[src/rtl/clock_ctrl.sv]
// clock_ctrl: run/halt/step sequencer driving the clock generator's stop input.
// Commands (halt > step > run) move an HALT/RUN/BURST FSM; BURST counts
// generator ticks down to zero and then halts with a one-cycle done pulse.
// Optional feature macro: CLOCK_CTRL_BREAK_EN adds a level break input that
// halts a free run and reports it with a one-cycle o_break pulse.
module clock_ctrl #(
    parameter int p_count_width = 16
) (
    input  logic                     i_clk,
    input  logic                     i_rst,
    input  logic                     i_run,
    input  logic                     i_halt,
    input  logic                     i_step,
    input  logic [p_count_width-1:0] i_count,
    input  logic                     i_tick,
    output logic                     o_stop,
    output logic                     o_busy,
    output logic                     o_done,
    output logic [p_count_width-1:0] o_remain
`ifdef CLOCK_CTRL_BREAK_EN
    ,
    input  logic                     i_break,
    output logic                     o_break
`endif
);

    typedef enum logic [1:0] {
        S_HALT  = 2'd0,
        S_RUN   = 2'd1,
        S_BURST = 2'd2
    } state_t;

    localparam logic [p_count_width-1:0] CNT_ONE  = p_count_width'(1);
    localparam logic [p_count_width-1:0] CNT_ZERO = '0;

    state_t                   state_q, state_d;
    logic [p_count_width-1:0] remain_q, remain_d;
    logic                     done_d;
    logic                     brk_d;
    logic                     brk_in;

`ifdef CLOCK_CTRL_BREAK_EN
    assign brk_in = i_break;
`else
    assign brk_in = 1'b0;
`endif

    // Next-state, burst counter and pulse decode; halt always wins.
    always_comb begin
        state_d  = state_q;
        remain_d = remain_q;
        done_d   = 1'b0;
        brk_d    = 1'b0;
        case (state_q)
            S_HALT: begin
                if (i_halt) begin
                    state_d = S_HALT;
                end else if (i_step) begin
                    if (i_count == CNT_ZERO) begin
                        // Empty burst completes immediately without leaving HALT.
                        remain_d = CNT_ZERO;
                        done_d   = 1'b1;
                    end else begin
                        remain_d = i_count;
                        state_d  = S_BURST;
                    end
                end else if (i_run) begin
                    state_d = S_RUN;
                end
            end
            S_RUN: begin
                if (i_halt) begin
                    state_d = S_HALT;
                end else if (brk_in) begin
                    state_d = S_HALT;
                    brk_d   = 1'b1;
                end else if (i_step) begin
                    if (i_count == CNT_ZERO) begin
                        remain_d = CNT_ZERO;
                        done_d   = 1'b1;
                        state_d  = S_HALT;
                    end else begin
                        remain_d = i_count;
                        state_d  = S_BURST;
                    end
                end
            end
            S_BURST: begin
                if (i_halt) begin
                    // Abort keeps the untaken count visible.
                    state_d = S_HALT;
                end else if (i_tick) begin
                    if (remain_q <= CNT_ONE) begin
                        remain_d = CNT_ZERO;
                        done_d   = 1'b1;
                        state_d  = S_HALT;
                    end else begin
                        remain_d = remain_q - CNT_ONE;
                    end
                end
            end
            default: begin
                state_d  = S_HALT;
                remain_d = CNT_ZERO;
            end
        endcase
    end

    // State and registered outputs; stop/busy follow the new state directly.
    always_ff @(posedge i_clk) begin
        if (i_rst) begin
            state_q  <= S_HALT;
            remain_q <= CNT_ZERO;
            o_stop   <= 1'b1;
            o_busy   <= 1'b0;
            o_done   <= 1'b0;
        end else begin
            state_q  <= state_d;
            remain_q <= remain_d;
            o_stop   <= (state_d == S_HALT);
            o_busy   <= (state_d != S_HALT);
            o_done   <= done_d;
        end
    end

    assign o_remain = remain_q;

`ifdef CLOCK_CTRL_BREAK_EN
    // Break-taken pulse, one cycle after the break is sampled in RUN.
    always_ff @(posedge i_clk) begin
        if (i_rst) o_break <= 1'b0;
        else       o_break <= brk_d;
    end
`else
    logic unused_brk;
    assign unused_brk = brk_d;
`endif

endmodule
[config.mk]
export PLATFORM = sky130hd
export DESIGN_NAME = clock_ctrl
export DESIGN_NICKNAME = d
export VERILOG_FILES = /design/src/rtl/clock_ctrl.sv
export SDC_FILE = /design/constraint.sdc
export NUM_CORES = 1
export LEC_CHECK = 0
export CORE_ASPECT_RATIO = 0.5
export CORE_MARGIN = 2
export CORE_UTILIZATION = 31
export DETAILED_ROUTE_END_ITERATION = 16
export PLACE_DENSITY = 0.59
export SYNTH_ARGS = -nofsm -noshare
export SYNTH_HDL_FRONTEND = slang
export SYNTH_SLANG_ARGS = --single-unit
[constraint.sdc]
create_clock -name i_clk -period 2.2 [get_ports i_clk]
set_clock_uncertainty 0.05 [all_clocks]
set_input_delay 0.44 -clock i_clk [delete_from_list [all_inputs] [get_ports i_clk]]
set_output_delay 0.44 -clock i_clk [all_outputs]
set_load 0.02 [all_outputs]
==> results.yml, run 1 <==
outcome:
  outcome: "finished clean"
synthesis:
  synth-compound-area-share: 0.310
  yosysSeqAreaShare: 0.318
  yosysUniqueCellTypes: 43
  synth_top_cell_area_share: 0.318
  syn_nets: 182
  synthSimpleGateAreaFrac: 0.258
  synthTopCellsByArea: "dfxtp_1, a32oi_1, o32ai_1, nor2_1, a21oi_1"
  ys_ff_latch: 21
  synth-async-reset-ratio: 0
  synthAdderAreaFrac: 0.0189
  syn_area_um2: 1320
  yosys-mux-area-fraction: 0
  yosysMostFrequentCell: "dfxtp_1"
  syn_inst: 158
  synth_top_area_cell: "dfxtp_1"
  synth_top_family_by_area: "compound AO/OA/AOI/OAI gates"
  synth_xor_area_frac: 0.0132
  ys_top_cells_by_count: "dfxtp_1, nor2_1, inv_1, a21oi_1"
  synth_top_flop_cell: "dfxtp_1"
  synth.avg_cell_area_um2: 8.38
  yosys_warnings: 0
  synth_edf_count: 0
worst_setup_path:
  crit_fanout: 7
  path_class: "primary input to flip-flop"
  end_kind: "flip-flop"
  start_kind: "primary input"
  required_ns: 2.30
  arrival_ns: 2.12
layout:
  utilization: 0.500
  layout-drive-gt1-share: 0.193
  diodes: 0
  finalNetCount: 248
  area_growth_pct: 51.1
  finalNonFillerCells: 277
  fillCellCount: 405
placed_design:
  dpl.cell_count: 273
  port_buffers: 40
  gp_congestion: 0.903
  hpwlAfterDp_um: 3210
  dpl_worst_slack_ns: -0.0672
floorplan:
  io_pins: 41
  die_y_um: 50.2
  dieWidth_um: 96.4
  initial_utilization: 0.331
  floorplan.die_area_um2: 4840
  rows: 16
  core_um2: 4000
timing:
  worstMarginPinSlew_ns: 0.407
  setup_viol: 0
  timing.fmax_ghz: 0.497
  relSlewSlack: 0.726
  hold_viol: 0
  finalCritPeriodShare: 0.914
  rsz0062_at_grt: "no"
  setup_ws_ns: 0.189
  final_max_slew_viol_count: 0
  timing.hold.ws_ns: 0.463
  timing.final.crit_period_ns: 2.01
drt:
  highest_layer: "met4"
  wl_met2_um: 1830
  first_iter_violations: 117
  route.met3.wl_um: 327
  via_per_inst: 5.42
  wire_per_inst_um: 14.9
  routed_wl_um: 4130
  ant_nets: 0
  wl_met1_um: 1940
  drc: 0
  vias: 1502
  dr.pass1.iters: 4
global_routing:
  antenna_found_initial: 0
  grtUsageTotal: 0.180
  grt_pass1_vias: 1399
  grt_start_max_net_pins: 14
  grt_pass1_wl_um: 6720
  grt-ovfl-total: 0
clock_tree:
  insertion_delay_ns: 0.27
  cts_tree: "built"
  postCtsSetupBuffers: 0
  numCtsBuffers: 3
  htreeDepth: 1
  cts.clk_slew.worst_paths_ns: 0.08
  cts_root_buf: "clkbuf_8"
  clk_path_buf_depth: 2
  cts_sinks: 21
worst_hold_path:
  hold_path.class: "flip-flop to flip-flop"
power_and_ir_drop:
  cellPowerDensity_nw_per_um2: 587
  ir_drop_mv: 0.255
  cellLeakagePower_uw: 0.000742
run:
  cap_violations: 0
==> kinds of logic (layout without fill, tap and decap cells) <==
logic type      count (synthesis)  in the layout
xor+xnor                        2              2
fa+ha+maj                       2              2
simple gates                   57             57
compound gates                 56             56
buf+inv                        20             85
flops                          21             21
==> critical path, cell delays in order <==
cell and delay, ns:
clkdlybuf4s50_1 0.43, nor4_1 0.33, buf_4 0.17, a41oi_1 0.14, buf_4 0.21, nand2_1 0.07
a211oi_1 0.09, or2_1 0.23
==> timing repair <==
item / CTS / global route
hold buffers: 0 / 0
resized for setup: 0 / 1
setup endpoints to repair: 0 / 1
==> through the flow <==
step | total power (uW) | TNS [ns] | area (um^2)
2_1_floorplan | 713 | 0 | 1320
3_3_place_gp | 903 | -0.0815 | 1950
3_5_place_dp | 907 | -0.121 | 1950
4_1_cts | 1170 | 0 | 1990
5_1_grt | 1240 | 0 | 2000
6_report | 1170 | 0 | 2000
==> state kept, by name (all words and copies together), names as in the netlist <==
register,cells
state_q,2
o_done,1
o_stop,1
o_remain,16
o_busy,1
==> cells in the final DEF, fill, tap and decap left out, types with 2 or more instances in the layout <==
cell and n:
ha_1 2, clkbuf_8 3, nor4_4 2, inv_1 11, or2_2 2, nor2b_1 2, o22ai_1 2, a211oi_1 4
o21ai_0 8, nand2b_1 2, o31a_1 3, o32ai_1 6, nor2_1 13, nand2_1 8, a22oi_1 3, a221oi_1 5
a21oi_1 9, dfxtp_1 21, clkdlybuf4s50_1 40, buf_4 30, nor3_1 7, a31oi_1 4, nor4_1 6, a32oi_1 6
nand3_1 5, xnor2_1 2
==> final cells by class <==
class,instances,area (um^2),area share
Multi-Input combinational cell,117,801,0.400
Timing Repair Buffer,70,626,0.313
Sequential cell,21,420,0.210
Tap cell,54,67.6,0.0338
Clock buffer,4,45.0,0.0225
Inverter,11,41.3,0.0206
==> where the power goes <==
group | internal [uW] | switching, uW | leakage, uW
Sequential | 408 | 38.0 | 0.000172
Combinational | 226 | 237 | 0.000547
Clock | 129 | 136 | 0.0000228
Total | 763 | 410 | 0.000742
==> worst paths after layout <==
path,start,to,slack [ns],cells past startpoint
max,i_count[3],o_busy,0.19,8
min,o_remain[14],o_remain[14],0.46,2
max reg2reg,o_remain[1],o_remain[4],0.22,6
min reg2reg,o_remain[14],o_remain[14],0.46,2
==> layer usage <==
| layer | up-vias | track usage |
|---|---|---|
| met5 | - | 0 |
| met4 | 0 | 0.0423 |
| met1 | 711 | 0.266 |
| met2 | 48 | 0.269 |
| met3 | 2 | 0.0345 |
| li1 | 741 | - |
Note: power is estimated with default switching activity, not from simulation.
==> inputs of run 2 (changes only) <==
--- a/config.mk
+++ b/config.mk
@@ -6,10 +6,10 @@
 export NUM_CORES = 1
 export LEC_CHECK = 0
 export CORE_ASPECT_RATIO = 0.5
-export CORE_MARGIN = 2
 export CORE_UTILIZATION = 31
 export DETAILED_ROUTE_END_ITERATION = 16
-export PLACE_DENSITY = 0.59
+export DONT_BUFFER_PORTS = 1
+export PLACE_DENSITY = 0.47
 export SYNTH_ARGS = -nofsm -noshare
 export SYNTH_HDL_FRONTEND = slang
 export SYNTH_SLANG_ARGS = --single-unit
==> constraint.sdc (replaced) <==
create_clock -name i_clk -period 2.4 [get_ports i_clk]
set_clock_uncertainty 0.05 [all_clocks]
set_input_delay 0.48 -clock i_clk [delete_from_list [all_inputs] [get_ports i_clk]]
set_output_delay 0.48 -clock i_clk [all_outputs]
set_load 0.02 [all_outputs]
==> run 2 against run 1 <==
  * Clock power down 5%
  * Flip-flop and latch count unchanged
  * Cell count down 22%
  * Sequential power down 3%
==> results.yml, run 2 (same netlist as run 1, synthesis figures left out) <==
worst_setup_path:
  max_stage_delay_ns: 0.48
  end_kind: "flip-flop"
  timing.rr.start: "o_remain[4]"
  r2r_slack_ns: 0.29
  rr_endpoint: "o_remain[1]"
  crit_fanout: 18
  rr_worst_depth: 5
  path_cells: "nor4_4 -> and2_1 -> a21oi_4 -> a221oi_1 -> a211oi_1"
  cp-endpoint: "o_remain[1]"
  cpMaxStageDelayCell: "nor4_4"
  path_class: "flip-flop to flip-flop"
  required_ns: 2.51
  arrival_ns: 2.21
  start_kind: "flip-flop"
  startpoint: "o_remain[4]"
outcome:
  outcome: "finished clean"
global_routing:
  grt-ovfl-total: 0
  grtUsageTotal: 0.181
  grt_pass1_wl_um: 5990
  grt_start_max_net_pins: 21
  grt_pass1_vias: 1150
  antenna_found_initial: 0
drt:
  routed_wl_um: 3960
  drc: 0
  wire_per_inst_um: 18.2
  dr.pass1.iters: 4
  via_per_inst: 5.82
  ant_nets: 0
  first_iter_violations: 71
  vias: 1263
power_and_ir_drop:
  cellLeakagePower_uw: 0.000493
  cellPowerDensity_nw_per_um2: 665
  ir_drop_mv: 0.231
clock_tree:
  hold_buffers: 0
  numCtsBuffers: 3
  cts_tree: "built"
  cts_sinks: 21
  post_cts_resized: 0
  postCtsSetupBuffers: 0
  clk_path_buf_depth: 2
  insertion_delay_ns: 0.27
  cts_root_buf: "clkbuf_8"
  htreeDepth: 1
  cts.clk_slew.worst_paths_ns: 0.09
layout:
  area_growth_pct: 9.36
  seq_area_um2: 420
  layout_common_cells: "dfxtp_1, nor2_1, inv_1"
  multi_input_area_um2: 795
  finalNonFillerCells: 217
  diodes: 0
  layout-drive-gt1-share: 0.147
  utilization: 0.362
  finalNetCount: 188
  fillCellCount: 434
  largest_reg_flops: 16
  final_common_cell: "dfxtp_1"
floorplan:
  die_y_um: 48.2
  floorplan.die_area_um2: 4550
  dieWidth_um: 94.4
  initial_utilization: 0.331
  io_pins: 41
  rows: 16
  core_um2: 4000
timing:
  finalCritPeriodShare: 0.877
  timing.hold.ws_ns: 0.220
  timing.fmax_ghz: 0.475
  setup_viol: 0
  tns_ns: 0
  timing.final.crit_period_ns: 2.11
  hold_viol: 0
  worstMarginPinSlew_ns: 0.489
  final_max_slew_viol_count: 0
  relSlewSlack: 0.673
  rsz0062_at_grt: "no"
worst_hold_path:
  hold_path.class: "primary input to flip-flop"
placed_design:
  port_buffers: 0
  gp_congestion: 0.769
  hpwlAfterDp_um: 2950
  dpl.cell_count: 213
run:
  cap_violations: 0
[run 2: layout make-up]
class                      instances  share of cell area
multi-input combinational        117               0.549
clock buffer                       3              0.0285
timing repair buffer              10              0.0519
clock inverter                     1             0.00519
sequential                        21               0.290
tap                               54              0.0467
inverter                          11              0.0285
[run 2: routing by layer]
layer | share of wire | track usage | vias up
met5 | 0 | 0 | -
met4 | 0 | 0.0185 | 0
met3 | 0.10 | 0.0763 | 0
met2 | 0.42 | 0.283 | 42
met1 | 0.47 | 0.243 | 598
li1 | - | - | 623
[run 2: power by group]
| group | internal, uW | total [uW] | switching (uW) |
|---|---|---|---|
| registers | 374 | 431 | 56.5 |
| clock network | 118 | 253 | 136 |
| logic | 114 | 278 | 164 |
| total | 605 | 962 | 357 |
[run 2: how the worst min path moves through the flow]
stage	startpoint	end	slack, ns	cells past startpoint
6_report	i_rst	o_remain[1]	0.22	1
5_1_grt	i_rst	o_remain[1]	0.20	1
4_1_cts	i_rst	o_remain[1]	0.21	1
3_5_place_dp	o_remain[1]	o_remain[1]	0.46	2
3_3_place_gp	o_remain[1]	o_remain[1]	0.46	2
2_1_floorplan	state_q[0]	state_q[0]	0.49	2
[run 2: critical path: cells and delay by family, from the launching register on]
family	cells	cell delay, ns
and+or+nand+nor	2	0.86
AOI/OAI and AO/OA	3	0.63
DFF	1	0.44
[run 2: metrics by stage]
| step | power, uW | setup slack [ns] | cell area (um^2) |
|---|---|---|---|
| finish | 962 | 0.295 | 1450 |
| global route | 1020 | 0.129 | 1450 |
| CTS | 964 | 0.321 | 1450 |
| detailed placement | 713 | 0.343 | 1400 |
| global placement | 715 | 0.326 | 1400 |
| floorplan | 653 | 0.462 | 1320 |
